==> src/rtl/hc05_uart_pkg.sv <==
`default_nettype none
// ============================================================================
// Module      : hc05_uart_pkg
// Description : Shared constants and deframer state encoding for the HC-05
//               receive path.
// Revision    : 1.0 - initial release
// ============================================================================
package hc05_uart_pkg;

  // 1 MHz system clock divided down to 9600 baud
  localparam int c_clks_per_bit_default = 104;

  // 8N1 frame: start + 8 data + stop
  localparam int c_data_bits  = 8;
  localparam int c_frame_bits = 10;

  typedef enum logic [2:0] {
    ST_IDLE  = 3'd0,
    ST_START = 3'd1,
    ST_DATA  = 3'd2,
    ST_STOP  = 3'd3,
    ST_BREAK = 3'd4
  } rx_state_t;

endpackage : hc05_uart_pkg
`default_nettype wire

==> src/rtl/hc05_uart_rx_byte_fifo.sv <==
`default_nettype none
// ============================================================================
// Module      : byte_fifo
// Description : Small first-word-fall-through byte FIFO. A push into a full
//               buffer is dropped (and reported) unless a pop happens in the
//               same cycle, in which case both take effect.
// Revision    : 1.0 - initial release
// ============================================================================
module byte_fifo #(
  parameter int DEPTH = 8,
  parameter int AW    = 3
) (
  input  logic          clock,
  input  logic          resetn,
  input  logic          i_push,
  input  logic [7:0]    i_push_data,
  input  logic          i_pop,
  output logic [7:0]    o_head,
  output logic          o_valid,
  output logic [AW:0]   o_count,
  output logic          o_drop
);

  localparam int           c_cw   = AW + 1;
  localparam logic [AW:0]  c_full = c_cw'(DEPTH);

  logic [7:0]    r_mem [DEPTH];
  logic [AW-1:0] r_wr_ptr;
  logic [AW-1:0] r_rd_ptr;
  logic [AW:0]   r_count;

  logic w_empty;
  logic w_full;
  logic w_do_pop;
  logic w_do_push;

  assign w_empty   = (r_count == '0);
  assign w_full    = (r_count == c_full);
  assign w_do_pop  = i_pop & ~w_empty;
  // A pop in the same cycle frees the slot the incoming byte needs
  assign w_do_push = i_push & (~w_full | w_do_pop);
  assign o_drop    = i_push & w_full & ~w_do_pop;

  assign o_head  = r_mem[r_rd_ptr];
  assign o_valid = ~w_empty;
  assign o_count = r_count;

  // Pointer, occupancy and storage update; pointers wrap modulo DEPTH
  always_ff @(posedge clock) begin
    if (!resetn) begin
      r_wr_ptr <= '0;
      r_rd_ptr <= '0;
      r_count  <= '0;
      for (int i = 0; i < DEPTH; i++) begin
        r_mem[i] <= '0;
      end
    end else begin
      if (w_do_push) begin
        r_mem[r_wr_ptr] <= i_push_data;
        r_wr_ptr        <= r_wr_ptr + 1'b1;
      end
      if (w_do_pop) begin
        r_rd_ptr <= r_rd_ptr + 1'b1;
      end
      if (w_do_push && !w_do_pop) begin
        r_count <= r_count + 1'b1;
      end else if (!w_do_push && w_do_pop) begin
        r_count <= r_count - 1'b1;
      end
    end
  end

endmodule : byte_fifo
`default_nettype wire

==> src/rtl/hc05_uart_rx.sv <==
`default_nettype none
// ============================================================================
// Module      : hc05_uart_rx
// Description : HC-05 receive front end: rxd synchroniser, 8N1 deframer,
//               receive FIFO and sticky framing/overrun flags.
// Revision    : 1.0 - initial release
// ============================================================================
module hc05_uart_rx
  import hc05_uart_pkg::*;
#(
  parameter int CLKS_PER_BIT = c_clks_per_bit_default,
  parameter int FIFO_DEPTH   = 8,
  parameter int FIFO_AW      = 3
) (
  input  logic               clock,
  input  logic               resetn,
  input  logic               rxd,
  input  logic               rx_enable,
  input  logic               rd_en,
  input  logic               clear_errors,
  output logic [7:0]         data_out,
  output logic               data_valid,
  output logic [FIFO_AW:0]   fifo_count,
  output logic               rx_busy,
  output logic               frame_error,
  output logic               overrun
);

  localparam int                  c_baud_w    = $clog2(CLKS_PER_BIT);
  localparam logic [c_baud_w-1:0] c_half_last = c_baud_w'(CLKS_PER_BIT / 2 - 1);
  localparam logic [c_baud_w-1:0] c_bit_last  = c_baud_w'(CLKS_PER_BIT - 1);
  localparam logic [2:0]          c_last_idx  = 3'(c_data_bits - 1);

  logic [1:0]          r_sync;
  rx_state_t           r_state;
  logic [c_baud_w-1:0] r_baud_cnt;
  logic [2:0]          r_bit_idx;
  logic [7:0]          r_shift;
  logic                r_push;
  logic [7:0]          r_push_data;
  logic                r_frame_error;
  logic                r_overrun;

  logic w_rxd_s;
  logic w_bit_done;
  logic w_frame_evt;
  logic w_fifo_drop;

  assign w_rxd_s    = r_sync[1];
  assign w_bit_done = (r_baud_cnt == c_bit_last);
  // Stop bit sampled low while still armed
  assign w_frame_evt = rx_enable && (r_state == ST_STOP) && w_bit_done && !w_rxd_s;

  // Two-flop synchroniser; idles high so reset does not look like a start bit
  always_ff @(posedge clock) begin
    if (!resetn) begin
      r_sync <= 2'b11;
    end else begin
      r_sync <= {r_sync[0], rxd};
    end
  end

  // Deframer: mid-bit sampling of start, 8 data bits LSB first, and stop
  always_ff @(posedge clock) begin
    if (!resetn) begin
      r_state     <= ST_IDLE;
      r_baud_cnt  <= '0;
      r_bit_idx   <= '0;
      r_shift     <= '0;
      r_push      <= 1'b0;
      r_push_data <= '0;
    end else begin
      r_push <= 1'b0;
      if (!rx_enable) begin
        r_state    <= ST_IDLE;
        r_baud_cnt <= '0;
        r_bit_idx  <= '0;
      end else begin
        case (r_state)
          ST_IDLE: begin
            if (!w_rxd_s) begin
              r_state    <= ST_START;
              r_baud_cnt <= '0;
            end
          end
          ST_START: begin
            if (r_baud_cnt == c_half_last) begin
              r_baud_cnt <= '0;
              r_bit_idx  <= '0;
              // A line already back high mid start bit was only a glitch
              r_state    <= w_rxd_s ? ST_IDLE : ST_DATA;
            end else begin
              r_baud_cnt <= r_baud_cnt + 1'b1;
            end
          end
          ST_DATA: begin
            if (w_bit_done) begin
              r_shift[r_bit_idx] <= w_rxd_s;
              r_baud_cnt         <= '0;
              if (r_bit_idx == c_last_idx) begin
                r_state <= ST_STOP;
              end else begin
                r_bit_idx <= r_bit_idx + 1'b1;
              end
            end else begin
              r_baud_cnt <= r_baud_cnt + 1'b1;
            end
          end
          ST_STOP: begin
            if (w_bit_done) begin
              r_baud_cnt <= '0;
              if (w_rxd_s) begin
                r_push      <= 1'b1;
                r_push_data <= r_shift;
                r_state     <= ST_IDLE;
              end else begin
                r_state <= ST_BREAK;
              end
            end else begin
              r_baud_cnt <= r_baud_cnt + 1'b1;
            end
          end
          ST_BREAK: begin
            // Wait out a held-low line so it cannot retrigger a start bit
            if (w_rxd_s) begin
              r_state <= ST_IDLE;
            end
          end
          default: begin
            r_state <= ST_IDLE;
          end
        endcase
      end
    end
  end

  // Sticky error flags; a new error in the clearing cycle takes priority
  always_ff @(posedge clock) begin
    if (!resetn) begin
      r_frame_error <= 1'b0;
      r_overrun     <= 1'b0;
    end else begin
      if (w_frame_evt) begin
        r_frame_error <= 1'b1;
      end else if (clear_errors) begin
        r_frame_error <= 1'b0;
      end
      if (w_fifo_drop) begin
        r_overrun <= 1'b1;
      end else if (clear_errors) begin
        r_overrun <= 1'b0;
      end
    end
  end

  byte_fifo #(
    .DEPTH (FIFO_DEPTH),
    .AW    (FIFO_AW)
  ) u_fifo (
    .clock       (clock),
    .resetn      (resetn),
    .i_push      (r_push),
    .i_push_data (r_push_data),
    .i_pop       (rd_en),
    .o_head      (data_out),
    .o_valid     (data_valid),
    .o_count     (fifo_count),
    .o_drop      (w_fifo_drop)
  );

  assign rx_busy     = (r_state != ST_IDLE);
  assign frame_error = r_frame_error;
  assign overrun     = r_overrun;

endmodule : hc05_uart_rx
`default_nettype wire

==> config.mk <==
export PLATFORM = sky130hd
export DESIGN_NAME = hc05_uart_rx
export DESIGN_NICKNAME = d
export VERILOG_FILES = /design/src/rtl/hc05_uart_pkg.sv /design/src/rtl/hc05_uart_rx_byte_fifo.sv /design/src/rtl/hc05_uart_rx.sv
export SDC_FILE = /design/constraint.sdc
export NUM_CORES = 1
export LEC_CHECK = 0
export BUFFER_PORTS_ARGS = -buffer_cell sky130_fd_sc_hd__buf_4
export CAP_MARGIN = 40
export CORE_MARGIN = 1
export CORE_UTILIZATION = 27
export CTS_CLUSTER_DIAMETER = 40
export CTS_CLUSTER_SIZE = 30
export DETAILED_ROUTE_END_ITERATION = 7
export GPL_ROUTABILITY_DRIVEN = 1
export GPL_TIMING_DRIVEN = 1
export PLACE_DENSITY = 0.53
export SYNTH_ARGS = -nofsm -noshare
export SYNTH_HDL_FRONTEND = slang
export SYNTH_SLANG_ARGS = --single-unit
==> constraint.sdc <==
create_clock -name clock -period 3.24 [get_ports clock]
set_input_delay 0.486 -clock clock [delete_from_list [all_inputs] [get_ports clock]]
set_output_delay 0.486 -clock clock [all_outputs]
set_load 0.05 [all_outputs]
Word-level counts from Yosys, hierarchy flattened
Memories as Yosys holds them, arrays and structs flattened. A register that Yosys moved wholly into a read port is not among the register bits.
Index checks and enable logic that the tools add are counted.
{ "op_classes": {"bitwise_logic": 8, "order_cmp": 2, "n_mux": 35, "n_addsub": 6, "n_eq_ne": 15, "n_reduce_logical": 26} }
{ "op_table": {"columns": ["op", "count"], "rows": [
  ["$mux W3", 13],
  ["$mux W7", 3],
  ["$pmux W7 S3", 1],
  ["$pmux W3 S5", 1],
  ["$ne A2 B2 Y1 const B", 7],
  ["$reduce_and A4 Y1", 3],
  ["$mux W1", 10],
  ["$add A3 B1 Y3 const B", 3],
  ["$bwmux W8", 1],
  ["$mux W4", 2],
  ["$mux W8", 1],
  ["$reduce_bool A2 Y1", 4],
  ["$reduce_or A8 Y1", 1],
  ["$add A7 B1 Y7 const B", 1],
  ["$eq A7 B6 Y1 const B", 1],
  ["$eq A7 B7 Y1 const B", 1],
  ["$eq A3 B2 Y1 const B", 2],
  ["$eq A3 B3 Y1 const B", 2],
  ["$logic_and A1 B1 Y1", 6],
  ["$pmux W3 S2", 1],
  ["$reduce_and A6 Y1", 1],
  ["$reduce_bool A3 Y1", 2],
  ["$add A4 B1 Y4 const B", 1],
  ["$and A1 B1 Y1", 4],
  ["other kinds (15)", 20]
]} }
{ "totals": {"output_inout_bits": 16, "ff_bits": 44, "mem_bits_rw": 64, "memories": 1, "elab_cells": 105} }
{ "memory_table": {"columns": ["memory", "depth", "word_bits", "read_ports", "rd_clocked_by_memory_dff", "write_ports", "line", "source"], "rows": [
  ["u_fifo.r_mem", 8, 8, 1, 1, 8, "hc05_uart_rx_byte_fifo.sv:27", "logic [7:0] r_mem [DEPTH];"]
]} }

Depth between registers and ports, before layout
{ "logic_depth": {"depth_word": 10, "ltp_mapped": 11, "ltp_nobuf": 10} }

Hierarchy
A second synthesis with hierarchy kept.
{ "unflattened": {"hier_cells": 460, "hier_area_um2": 5300.1} }
{ "by_module_without_submodules": {"columns": ["mod", "instances", "area_each_um2", "cells_per_inst"], "rows": [
  ["byte_fifo", 1, 3614.7, 257],
  ["hc05_uart_rx", 1, 1685.4, 203]
]} }

Worst setup path after synthesis
Ideal clock, no wire load.
{ "synth_path": {"path_type": "reg-to-reg", "startpoint": "register u_fifo.r_count[0] (netlist: u_fifo.o_count[0])", "endpoint": "register u_fifo.r_count[3] (netlist: u_fifo.o_count[3])", "slack_ns": 0.509, "arrival_time_ns": 2.660, "path_stages_with_launch": 12, "path_buffers": 1, "required_time_ns": 3.168, "path_cell_list": "dfxtp_1 > or3_1 > buf_2 > o21ai_4 > inv_1 > ha_1 > inv_1 > ha_1 > a21o_1 > a21oi_1 > mux2i_1 > mux2i_1"} }
{ "synth_via": {"elab_chain_cells": 8, "elab_cells_between_ends": 16} }
{ "synth_rtl": {"columns": ["item", "line", "source"], "rows": [
  ["from (decl)", "hc05_uart_rx_byte_fifo.sv:30", "logic [AW:0] r_count;"],
  ["from (signal assigned)", "hc05_uart_rx_byte_fifo.sv:66", "r_count <= r_count + 1'b1;"],
  ["from (signal assigned)", "hc05_uart_rx_byte_fifo.sv:68", "r_count <= r_count - 1'b1;"],
  ["$logic_not A4 Y1", "hc05_uart_rx_byte_fifo.sv:37", "assign w_empty = (r_count == '0);"],
  ["$not A1 Y1", "hc05_uart_rx_byte_fifo.sv:39", "assign w_do_pop = i_pop & ~w_empty;"],
  ["$and A1 B1 Y1", "hc05_uart_rx_byte_fifo.sv:39", null],
  ["$or A1 B1 Y1", "hc05_uart_rx_byte_fifo.sv:41", "assign w_do_push = i_push & (~w_full | w_do_pop);"],
  ["$and A1 B1 Y1", "hc05_uart_rx_byte_fifo.sv:41", null],
  ["$logic_not A1 Y1", "hc05_uart_rx_byte_fifo.sv:67", "end else if (!w_do_push && w_do_pop) begin"],
  ["$logic_and A1 B1 Y1", "hc05_uart_rx_byte_fifo.sv:67", null],
  ["$reduce_bool A2 Y1 (no source line)", null, null]
]} }
Several ways; a longest one is shown, not always the timed one. The select of a mux whose other input is x is not followed.
A chain may end at the register's enable or synchronous reset.

Worst setup path in the final report
Same ends and word-level chain as after synthesis.

==> results.md <==
Power and ir drop:
- Power spread over the standard cell area amounts to around 460 nW/um2.
- Summing internal, switching and leakage power gives between 2 and 3 mW.
- For this design the static power due to leakage is 2.11 nW.
- The worst-case vdd ir drop is between 200 and 300 uV.

Min path:
- The critical hold path startpoint is rxd.
- The path class of the tightest hold or removal check is in2reg.
- The worst hold path terminates at r_sync[0]$_SDFF_PN1_.
- The worst hold path was traced through 2 stages.

Worst setup path:
- The worst register-to-register path has a depth of 10.
- The destination of the worst register-to-register timing path is u_fifo.o_count[3]$_SDFFE_PN0P_.
- The slowest library cell on the worst path is sky130_fd_sc_hd__or3_1.
- Together, buffers and inverters on the worst path number 2.
- The setup check on the worst reg-to-reg path leaves a slack of roughly 0.52 ns.
- STA puts the critical path data arrival time at around 3.0 ns.
- The largest single stage delay on the critical path is approximately 0.54 ns.
- The cell type group with the largest total delay on the critical path is compound AO/OA/AOI/OAI gates.
- The launch point of the worst reg-to-reg path is u_fifo.o_count[0]$_SDFFE_PN0P_.
- The endpoint kind of the worst setup timing path is a flip-flop.
- The critical path class is reg2reg.
- STA classifies the critical path startpoint as a flip-flop.
- The data required time at the worst endpoint is between 3 and 4 ns.
- The maximum fanout encountered on the critical timing path is 7.
- Traced cell by cell, the critical path runs through or3_1 -> o21ai_4 -> inv_1 -> ha_1 -> inv_1 -> ha_1 -> a21o_1 -> a21oi_1 -> mux2i_1 -> mux2i_1.

STA:
- The normalized max-slew margin is 42.1%.
- At the pin with the least slew margin, the transition time is roughly 0.87 ns.
- After routing, the total negative slack on setup checks comes to 0 ns.
- The shortest period the worst path allows is between 2 and 3 ns.
- The setup-violating endpoint count in the final report is 0.
- The share of the clock period used by the worst path after layout is 83.9%.
- Setup repair after global routing left no endpoint under its margin.
- The final count of hold timing violations came to 0.
- The count of final max-slew check failures came to 0.
- The clock tree skew after final layout is just under 0.007 ns.
- Based on the critical path, the design can be clocked at up to 0.368 GHz.

Layout:
- The sequential standard cell area is between 2000 and 3000 um2.
- The layout net count is between 400 and 500.
- The number of filler instances in the final layout is approximately 1900.
- The number of antenna diodes in the final layout is 0.
- In the final layout, the multi-input gates occupy approximately 2200 um2.
- The fraction of layout instances using a drive strength above 1 is between 15 and 20%.
- Once layout is complete, the utilization of the core stands at a little under a third.
- Compared with the post-synthesis result, the final layout area differs by 13.9%.

Drt:
- The ratio of routed vias to standard cells is ~4.7.
- The detail route stage leaves a number of antenna-violating nets equal to 0.
- The DRC marker count from the first detailed-route iteration is around 230.
- The number of design rule violations left after detail routing is 0.
- The first detailed-routing pass took 4 iterations.
- The via total after detailed routing is 3192.
- The average wire per standard cell is between 15 and 20 um.
- The final wirelength is approximately 11000 um.

Status:
- The run finished with clean final reports.

CTS:
- The CTS sink count is around 110.
- The CTS tree is done.
- The number of H-tree branching levels is 3.
- Clock-pin slew was measured on the worst setup and hold paths at about 0.070 ns.
- The buffer type at the clock tree root is sky130_fd_sc_hd__clkbuf_16.
- The maximum count of clock buffers along a single path is 2.
- The number of buffers created by CTS is 9.
- In this run, post-CTS hold repair placed 0 buffers.
- The post-CTS setup buffer count is 0.
- Gates resized during post-CTS repair numbered 0.
- Clock latency on the worst-skew pair, taken at its later pin, is about 0.35 ns.

Global route:
- The first global-routing pass estimated approximately 17000 um of wire.
- Global routing used 11.8% of the available tracks.
- The initial antenna violation count is 0.
- The maximum number of pins on one net before global-route repair is 26.
- Global routing finished with a remaining overflow of 0.
- The via count of the first global-routing pass was 3248.

Logic synthesis:
- For this run, asynchronously set or reset flops after synthesis account for 0%.
- After synthesis, flip-flops and latches occupy a little under three fifths of the total area.
- Counting flops and latches in the post-synthesis netlist gives roughly 110.
- The number of nets handed over by synthesis was approximately 440.
- In this run the cell area of the synthesized design comes to 5180 um2.
- The number of warnings reported in the yosys synthesis log is 0.
- In this run, distinct cell masters in the synthesized netlist total a little over 50.
- The number of instances in the synthesized netlist is ~420.
- The number of enable-type register cells in the synthesized netlist is 64.
- Among all flip-flop cells after synthesis, the most frequent one is sky130_fd_sc_hd__edfxtp_1.
- After synthesis, the mean cell area works out to 12.3 um2.

Floorplan:
- In this run the standard cell core region covers 18800 um2.
- The initial utilization of the core area, before any placement, comes to 27.6%.
- The chip width is 141 um.
- The floorplan die height is approximately 140 um.
- The number of rows created at floorplan is 50.
- The total die area is around 20000 um2.
- The number of top-level design ports is 22.

Job:
- Across the run, the number of max-cap violations was 0.

Place:
- The HPWL reported at the end of detailed placement is between 7000 and 8000 um.
- During placement, the flow inserted port buffers numbering 21.
- The last weighted congestion value of the routability-driven placer is between 0.8 and 0.9.
## cells by family after synthesis
kind of cell / Yosys count / synth area share (%)
compound gates: 36 / 4.83
xor+xnor: 7 / 1.18
flops: 111 / 55.2
simple gates: 186 / 21.2
buf+inv: 25 / 1.93
mux: 48 / 13.3
fa+ha+maj: 9 / 2.32
## cell type report
| class | count | share of cell area (%) |
|---|---|---|
| Tap cell | 234 | 4.96 |
| Multi-Input combinational cell | 286 | 37.6 |
| Inverter | 6 | 0.381 |
| Timing Repair Buffer | 31 | 3.94 |
| Clock inverter | 6 | 0.720 |
| Sequential cell | 111 | 48.5 |
| Clock buffer | 10 | 3.88 |
## per-stage QoR
stage	hold slack (ns)	area [um2]	cells	setup slack [ns]
6_report	0.324	5900	684	0.522
5_1_grt	0.325	5900	684	0.321
4_1_cts	0.308	5900	684	0.498
3_5_place_dp	0.412	5630	668	0.517
3_3_place_gp	0.400	5630	668	0.585
2_1_floorplan	0.386	5180	422	0.509
## power by group
| group | internal (mW) | switching [mW] |
|---|---|---|
| sequential | 1.53 | 0.0158 |
| clock | 0.525 | 0.508 |
| combinational | 0.0441 | 0.0761 |
| total | 2.10 | 0.600 |
## worst max path at each step
stage,start,to,slack (ns),cells after the start
5_1_grt,u_fifo.o_count[0]$_SDFFE_PN0P_,u_fifo.o_count[3]$_SDFFE_PN0P_,0.32,10
6_report,u_fifo.o_count[0]$_SDFFE_PN0P_,u_fifo.o_count[3]$_SDFFE_PN0P_,0.52,10
3_3_place_gp,u_fifo.o_count[0]$_SDFFE_PN0P_,u_fifo.o_count[3]$_SDFFE_PN0P_,0.58,10
4_1_cts,u_fifo.o_count[0]$_SDFFE_PN0P_,u_fifo.o_count[3]$_SDFFE_PN0P_,0.50,10
2_1_floorplan,u_fifo.o_count[0]$_SDFFE_PN0P_,u_fifo.o_count[3]$_SDFFE_PN0P_,0.51,11
3_5_place_dp,u_fifo.o_count[0]$_SDFFE_PN0P_,u_fifo.o_count[3]$_SDFFE_PN0P_,0.52,10
## cell usage after synthesis, drive strengths merged (2+ instances only)
master,instances,area [um2]
inv,6,22.5
o22ai,2,12.5
buf,6,28.8
edfxtp,64,1920
mux4,16,360
nand2,37,139
nand4b,3,26.3
and2,75,469
nor4,6,50.0
dfxtp,47,941
a21oi,9,45.0
xnor2,6,52.6
clkbuf,13,48.8
nor3,10,50.1
nor2,9,33.8
mux2i,24,240
a2bb2oi,2,17.5
or3,4,25.0
nor4b,2,23.8
nand3,6,30.0
nor3b,3,22.5
and4bb,3,37.5
a31oi,3,18.8
o21ai,8,55.1
nand2b,12,75.1
nor2b,6,37.5
or2,2,12.5
nand3b,2,15.0
ha,8,100
o211ai,5,42.5
o221ai,2,17.5
mux2,8,90.1
## metal layers
metal | GRT usage (%) | wire [um] | up-vias
met3 | 2.72 | 309 | 7
met5 | 0 | 0 | -
li1 | - | - | 1580
met1 | 15.5 | 5160 | 1557
met2 | 19.1 | 5180 | 48
met4 | 4.29 | 140 | 0
## sequential cells by signal, summed over array words and instances (netlist names), 2 cells and up, named ones only
| register | cells |
|---|---|
| r_shift | 8 |
| r_push_data | 8 |
| u_fifo.o_count | 4 |
| r_state | 3 |
| r_sync | 2 |
| r_baud_cnt | 7 |
| u_fifo.r_rd_ptr | 3 |
| u_fifo.r_mem | 64 |
| r_bit_idx | 3 |
| u_fifo.r_wr_ptr | 3 |
## worst reg2reg max path, cell delays in order, from the launching register on
cell and delay [ns]:
sky130_fd_sc_hd__dfxtp_1 0.37, sky130_fd_sc_hd__or3_1 0.54, sky130_fd_sc_hd__o21ai_4 0.32, sky130_fd_sc_hd__inv_1 0.08
sky130_fd_sc_hd__ha_1 0.21, sky130_fd_sc_hd__inv_1 0.13, sky130_fd_sc_hd__ha_1 0.25, sky130_fd_sc_hd__a21o_1 0.17
sky130_fd_sc_hd__a21oi_1 0.17, sky130_fd_sc_hd__mux2i_1 0.23, sky130_fd_sc_hd__mux2i_1 0.18
## cells in the final DEF, fill, tap and decap left out, drive strengths merged, types with 8 or more instances in the layout
cell type  count
and2          75
edfxtp        64
dfxtp         47
nand2         37
buf           31
mux2i         24
mux4          16
nand2b        12
nor3          10
clkbuf        10
a21oi          9
nor2           9
mux2           8
ha             8
inv            8
o21ai          8
Note: power is estimated with default switching activity, not from simulation.
